[config.mk]
export PLATFORM = sky130hd
export DESIGN_NAME = id_ex_stage
export DESIGN_NICKNAME = d
export VERILOG_FILES = /design/src/rtl/id_ex_stage.sv
export SDC_FILE = /design/constraint.sdc
export NUM_CORES = 1
export LEC_CHECK = 0
export CELL_PAD_IN_SITES_DETAIL_PLACEMENT = 1
export CELL_PAD_IN_SITES_GLOBAL_PLACEMENT = 1
export CORE_MARGIN = 2
export CORE_UTILIZATION = 36
export DETAILED_ROUTE_END_ITERATION = 8
export GPL_TIMING_DRIVEN = 0
export PLACE_DENSITY = 0.88
export SYNTH_ARGS = -nofsm -noshare
export SYNTH_HDL_FRONTEND = slang
export SYNTH_SLANG_ARGS = --single-unit
[constraint.sdc]
create_clock -name clk -period 2.7 [get_ports clk]
set_input_delay 0.54 -clock clk [delete_from_list [all_inputs] [get_ports clk]]
set_output_delay 0.54 -clock clk [all_outputs]
set_load 0.005 [all_outputs]
[src/rtl/id_ex_stage.sv]
// ID/EX pipeline stage: a two-entry (main + skid) buffer of decoded ALU ops.
// Operands are forwarded when an op is captured, refreshed from the forward
// buses on every cycle it is held, and forwarded once more on the way out.
module id_ex_stage #(
   parameter int DATA_W = 32,
   parameter int REG_AW = 5,
   parameter int CTL_W  = 4
) (
   input  logic              clk,
   input  logic              rst,
   input  logic              flush,
   input  logic              in_valid,
   output logic              in_ready,
   input  logic [CTL_W-1:0]  in_ctl,
   input  logic [REG_AW-1:0] in_rs,
   input  logic [REG_AW-1:0] in_rt,
   input  logic [REG_AW-1:0] in_rd,
   input  logic [DATA_W-1:0] in_rs_val,
   input  logic [DATA_W-1:0] in_rt_val,
   input  logic [DATA_W-1:0] in_imm,
   input  logic              in_use_imm,
   input  logic              in_wr,
   input  logic              exm_wr,
   input  logic [REG_AW-1:0] exm_rd,
   input  logic [DATA_W-1:0] exm_data,
   input  logic              mwb_wr,
   input  logic [REG_AW-1:0] mwb_rd,
   input  logic [DATA_W-1:0] mwb_data,
   output logic              out_valid,
   input  logic              out_ready,
   output logic [CTL_W-1:0]  ctl,
   output logic [DATA_W-1:0] data_1,
   output logic [DATA_W-1:0] data_2,
   output logic [REG_AW-1:0] out_rd,
   output logic              out_wr
);

   typedef struct packed {
      logic [CTL_W-1:0]  ctl;
      logic [REG_AW-1:0] rs;
      logic [REG_AW-1:0] rt;
      logic [REG_AW-1:0] rd;
      logic [DATA_W-1:0] rs_val;
      logic [DATA_W-1:0] rt_val;
      logic [DATA_W-1:0] imm;
      logic              use_imm;
      logic              wr;
   } entry_t;

   entry_t main_q, main_d;
   entry_t skid_q, skid_d;
   entry_t in_entry_s;
   logic   main_valid_q, main_valid_d;
   logic   skid_valid_q, skid_valid_d;
   logic   in_ready_q, in_ready_d;
   logic   in_xfer_s, out_xfer_s;

   // Register 0 is hardwired, so it is never forwarded; EX/MEM is newer than MEM/WB.
   function automatic logic [DATA_W-1:0] fwd(input logic [REG_AW-1:0] idx,
                                             input logic [DATA_W-1:0] val);
      logic [DATA_W-1:0] r;
      if (idx == {REG_AW{1'b0}}) begin
         r = val;
      end else if (exm_wr && (exm_rd == idx)) begin
         r = exm_data;
      end else if (mwb_wr && (mwb_rd == idx)) begin
         r = mwb_data;
      end else begin
         r = val;
      end
      return r;
   endfunction

   // A held entry re-forwards its stored operands so it cannot miss a writeback.
   function automatic entry_t refresh(input entry_t e);
      entry_t r;
      r        = e;
      r.rs_val = fwd(e.rs, e.rs_val);
      r.rt_val = fwd(e.rt, e.rt_val);
      return r;
   endfunction

   // Build the incoming entry with operands forwarded at capture time.
   always_comb begin
      in_entry_s         = '0;
      in_entry_s.ctl     = in_ctl;
      in_entry_s.rs      = in_rs;
      in_entry_s.rt      = in_rt;
      in_entry_s.rd      = in_rd;
      in_entry_s.rs_val  = fwd(in_rs, in_rs_val);
      in_entry_s.rt_val  = fwd(in_rt, in_rt_val);
      in_entry_s.imm     = in_imm;
      in_entry_s.use_imm = in_use_imm;
      in_entry_s.wr      = in_wr;
   end

   // Next-state for the main/skid buffer: EMPTY(00), ONE(10), FULL(11); flush drops all.
   always_comb begin
      in_xfer_s    = in_valid & in_ready_q;
      out_xfer_s   = main_valid_q & out_ready;
      main_valid_d = main_valid_q;
      skid_valid_d = skid_valid_q;
      if (main_valid_q) begin
         main_d = refresh(main_q);
      end else begin
         main_d = main_q;
      end
      if (skid_valid_q) begin
         skid_d = refresh(skid_q);
      end else begin
         skid_d = skid_q;
      end

      if (flush) begin
         main_valid_d = 1'b0;
         skid_valid_d = 1'b0;
      end else begin
         case ({main_valid_q, skid_valid_q})
            2'b00: begin
               if (in_xfer_s) begin
                  main_d       = in_entry_s;
                  main_valid_d = 1'b1;
               end else begin
                  main_valid_d = 1'b0;
               end
            end
            2'b10: begin
               if (in_xfer_s && out_xfer_s) begin
                  main_d = in_entry_s;
               end else if (in_xfer_s) begin
                  skid_d       = in_entry_s;
                  skid_valid_d = 1'b1;
               end else if (out_xfer_s) begin
                  main_valid_d = 1'b0;
               end else begin
                  main_valid_d = 1'b1;
               end
            end
            2'b11: begin
               if (out_xfer_s) begin
                  main_d       = refresh(skid_q);
                  skid_valid_d = 1'b0;
               end else begin
                  skid_valid_d = 1'b1;
               end
            end
            default: begin
               main_valid_d = 1'b0;
               skid_valid_d = 1'b0;
            end
         endcase
      end
      in_ready_d = ~skid_valid_d;
   end

   // State registers; reset clears both entries and their payloads.
   always_ff @(posedge clk) begin
      if (rst) begin
         main_q       <= '0;
         skid_q       <= '0;
         main_valid_q <= 1'b0;
         skid_valid_q <= 1'b0;
         in_ready_q   <= 1'b1;
      end else begin
         main_q       <= main_d;
         skid_q       <= skid_d;
         main_valid_q <= main_valid_d;
         skid_valid_q <= skid_valid_d;
         in_ready_q   <= in_ready_d;
      end
   end

   // ALU-facing outputs from the main entry, with a last forwarding pass.
   always_comb begin
      in_ready  = in_ready_q;
      out_valid = main_valid_q;
      ctl       = main_q.ctl;
      out_rd    = main_q.rd;
      out_wr    = main_q.wr & main_valid_q;
      data_1    = fwd(main_q.rs, main_q.rs_val);
      if (main_q.use_imm) begin
         data_2 = main_q.imm;
      end else begin
         data_2 = fwd(main_q.rt, main_q.rt_val);
      end
   end

endmodule

# Word-level counts from Yosys, hierarchy flattened
# Cells that the tools add are included.
word_totals:
  regBits: 237
  input_bits: 198
  output_inout_bits: 76
  word_cells: 103
op_classes:
  n_eq_ne: 16
  muxes: 39
  bitwise: 5
  reduce_logical: 22
op_table:
  columns: ["cell", "n"]
  rows:
  - ["2-to-1 mux 117 bit", 8]
  - ["2-to-1 mux 32 bit", 19]
  - ["case mux 117 bit (3 select lines)", 1]
  - ["2-to-1 mux 98 bit", 2]
  - ["equality test 5 bit", 12]
  - ["logical NOT 5 bit", 6]
  - ["logical AND 1 bit", 13]
  - ["2-to-1 mux 1 bit", 7]
  - ["case mux 1 bit (3 select lines)", 2]
  - ["equality test 2 bit, second input constant", 2]
  - ["inequality test 2 bit, second input constant", 2]
  - ["AND 1 bit", 3]
  - ["AND reduction 3 bit", 1]
  - ["logical NOT 2 bit", 1]
  - ["inverter 1 bit", 2]
  - ["OR reduction 2 bit", 1]

# Depth between registers and ports, before layout
logic_depth:
  depth_word: 10
  depth_mapped: 11
  ltp_nobuf: 7

# Worst setup path after synthesis
# Ideal clock, no wire load.
synth_timing:
  kind: "input to output"
  start: "input exm_rd[4]"
  end: "output data_2[30]"
  arrival_time_ps: 2174
  t_required_ps: 2160
  slack_ps: -14
  path_stages: 9
  n_path_buf: 3
  cell_sequence: "buf_4 -> xor2_1 -> nor4_4 -> nand3_4 -> buf_6 -> a21oi_4 -> buf_2 -> o22ai_1 -> o21ai_1"
synth_between:
  elab_chain_cells: 5
synth_rtl:
  columns: ["item", "line", "rtl"]
  rows:
  - ["start: declaration", "24", "input logic [REG_AW-1:0] exm_rd,"]
  - ["equality test 5 bit", "64", "end else if (exm_wr && (exm_rd == idx)) begin"]
  - ["logical AND 1 bit", "64", null]
  - ["2-to-1 mux 32 bit", "64", null]
  - ["2-to-1 mux 32 bit", "62", "if (idx == {REG_AW{1'b0}}) begin"]
  - ["2-to-1 mux 32 bit", "181", "if (main_q.use_imm) begin"]
  - ["end: declaration", "33", "output logic [DATA_W-1:0] data_2,"]
# No other way between the ends.

# Worst setup path after layout
layout_timing:
  start: "register main_q[110] (netlist bit)"
  end: "output data_1[0]"
layout_between:
  elab_chain_cells: 5
layout_rtl:
  columns: ["item", "line", "rtl"]
  rows:
  - ["start: declaration", "50", "entry_t main_q, main_d;"]
  - ["start signal: assignment", "165", "main_q <= main_d;"]
  - ["equality test 5 bit", "66", "end else if (mwb_wr && (mwb_rd == idx)) begin"]
  - ["logical AND 1 bit", "66", null]
  - ["2-to-1 mux 32 bit", "66", null]
  - ["2-to-1 mux 32 bit", "64", null]
  - ["2-to-1 mux 32 bit (*)", "62", null]
  - ["end: declaration", "32", "output logic [DATA_W-1:0] data_1,"]
# Mark *: on every way between the ends. The rest lies on a longest branch, timed or not.

==> results.txt <==
Syn Nets: 2083
ys async rst share: 0
drt wl/cell: 29.78 um
GRT Residual Overflow: 0
Root Driver: clkbuf_16
Hold Path Sink: skid_q[52]$_SDFF_PP0_
Syn Std Cell Area: 0.01567 mm^2
initial drt markers: 2220
all-layer global routing usage: 0.3484
Cells on Worst Hold Path: 3
post-synthesis sequential area ratio: 0.3029
Setup crit start kind: flop
Peak Freq: 294.0 MHz
Setup CP Type: flop to primary output
worst endpoint required time: 2160 ps
clk buf depth: 3
Placed Cells: 2674
I/O Buffers: 204
DR vias/cell: 6.853
Syn Inst Count: 1885
final hold slack: 316.3 ps
H-tree Lvls: 1
final setup fails: 95
Final Hold Fails: 0
status: finished, violations left
worst slew pin tran: 972.9 ps
Ports: 274
largest net degree at the start of global routing: 15
initial antenna violation count: 3
Leak: 7.535 nW
R2R depth: 6
Yosys Warn Count: 0
initial core utilization: 0.3645
first-pass GRT wire length: 121.0 mm
Site Rows: 76
TritonCTS clock tree: built
fin nets: 2393
die footprint: 0.04520 mm^2
RD Place Congestion: 1.004
Clk Latency, worst-skew pair: 580 ps
cts hold-fix bufs: 0
final std cells w/o fill: 2804
worst r2r src: skid_q[104]$_SDFFE_PP0P_
CP Max Fanout: 7
minimum clock period: 3401 ps
CTS Sinks: 237
area grow syn2layout: 34.36%
CORE AREA: 0.04298 mm^2
Fill cells: 5043
post-detailed-routing wire length: 83.49 mm
PwrDens: 486.7 mW/mm^2
vias in the first global route: 19570
Post-synth EDFFs: 0
share of cells above drive strength 1: 0.2400
Final Cycle Share: 1.260
final worst slack: -701.3 ps
post-DP HPWL: 57.80 mm
HP Class: input pin to flop
crit end category: primary output
Rel. slew slack: 0.3514
number of synthesized register bits: 237
DIE HEIGHT: 212.6 um
unrepaired setup endpoints after global routing: yes
Max Slew Vio Count: 0
DR vias: 19220
Antenna Nets Post-Route: 0
Hold Path Origin: mwb_data[18]
post-synth cell types: 65
register-to-register path setup slack: 0 ps
Final Skew: 14.38 ps
chip width: 212.6 um
drt drc: 0
Max rail drop VDD: 0.0004334 V
CTS clk-pin slew, worst paths: 70 ps
syn_area_per_cell: 8.310 um^2
TritonCTS Buffers: 29
drt pass-1 iters: 6
number of max-cap violations: 0
Top FF cell, synth: dfxtp_1
Reg-to-Reg End: skid_q[57]$_SDFF_PP0_
violated checks: negative setup slack
CP arrival: 2860 ps
flip-flops by register name, summed over array words and instances, names as in the netlist:
register / count
ctl: 4
in_ready: 1
main_q: 108
out_rd: 5
out_valid: 1
skid_q: 117
skid_valid_q: 1
where the power goes:
part           switching (W)  internal (W)  total (W)
Clock                0.00172       0.00258    0.00430
Sequential          0.000119       0.00363    0.00375
Combinational        0.00132      0.000875    0.00219
per-layer routing:
metal  up-vias  wire length (um)  share of wire  track usage
met5         -                11        0.00013            0
met3       379              8772           0.11      0.07149
li1       7999                 -              -            -
met4         2              5463          0.065       0.1997
met2      1455             37970           0.45       0.5633
met1      9382             31270           0.37       0.4304
cell type report:
cell class / instances / area [um^2] / share of cell area
clock inverters: 14 / 203.9 / 0.009690
diodes: 2 / 5.005 / 0.0002378
plain buffers: 278 / 1524 / 0.07241
inverters: 35 / 131.4 / 0.006242
multi-input cells: 1333 / 10260 / 0.4877
well taps: 585 / 732.0 / 0.03478
clock buffers: 39 / 813.3 / 0.03864
repair buffers: 281 / 2604 / 0.1237
flip-flops and latches: 237 / 4770 / 0.2266
cells in the final DEF (no fill, tap or decap), drive strengths merged, types with 45 or more instances in the layout:
cell type,n
o22ai,71
o221ai,52
dfxtp,237
nor3,61
a221oi,213
o22a,114
o21ai,90
clkbuf,218
clkdlybuf4s50,132
a21oi,90
buf,241
nand2,217
nor2,64
a211oi,45
worst max-delay path by stage:
stage,start,cells past startpoint,endpoint
after floorplan,exm_rd[2],9,data_2[21]
after global placement,mwb_wr,9,data_2[20]
after detailed placement,mwb_wr,9,data_2[21]
after CTS,main_q[110]$_SDFFE_PP0P_,9,data_1[4]
after global routing,main_q[107]$_SDFFE_PP0P_,11,data_2[30]
final,main_q[110]$_SDFFE_PP0P_,11,data_1[0]
kinds of logic after synthesis:
group | Yosys count | synth area share
buffers and inverters | 317 | 0.09321
multiplexers | 13 | 0.009345
AND/OR/NAND/NOR | 441 | 0.1335
flip-flops | 237 | 0.3029
AO/OA/AOI/OAI | 817 | 0.4275
XOR/XNOR | 60 | 0.03355
per-stage QoR:
| stage | total power, W | TNS [ps] | utilization | cell area (um^2) | setup slack (ps) |
|---|---|---|---|---|---|
| after floorplan | 0.004788 | 0 | - | 15680 | 2.323 |
| after global placement | 0.005653 | -239810 | 0.4293 | 18450 | -1308 |
| after detailed placement | 0.005710 | -250620 | 0.4293 | 18450 | -1363 |
| after CTS | 0.01003 | -32720 | 0.4760 | 20460 | -539.0 |
| after global routing | 0.01045 | -42340 | 0.4896 | 21050 | -698.4 |
| final | 0.01024 | -40220 | 0.4897 | 21050 | -701.3 |
what timing repair did:
action / in CTS / in global routing
buffers inserted: 50 / 19
gates cloned: 8 / 3
pin swaps: 64 / 54
setup endpoints to repair: 287 / 239
resized for setup: 429 / 130
synthesized netlist by cell type (all sizes together), types with 16 or more instances:
master	n	area, um^2
a22o	32	280.3
xnor2	16	140.1
a211oi	45	362.9
nor3	61	305.3
xor2	44	385.4
clkbuf	168	634.4
a21oi	89	471.7
a32o	32	320.3
o221ai	52	455.4
o22a	114	998.5
o21ai	90	457.9
nand2	217	817.0
dfxtp	237	4745
buf	114	694.4
a221o	17	170.2
a221oi	213	2203
and3	34	212.7
nor2	64	247.7
and2	24	152.6
o22ai	71	450.4
inv	35	131.4
worst max-delay path, stage by stage (launching register included):
cell and delay, ps:
dfxtp_4 360, buf_6 120, xor2_2 170, nor4_2 300, nand3_2 150, buf_12 170
buf_12 120, nand2b_4 200, clkbuf_16 200, o22a_1 180, o22a_1 170, clkbuf_2 120
Power figures use the tool's default switching activity.
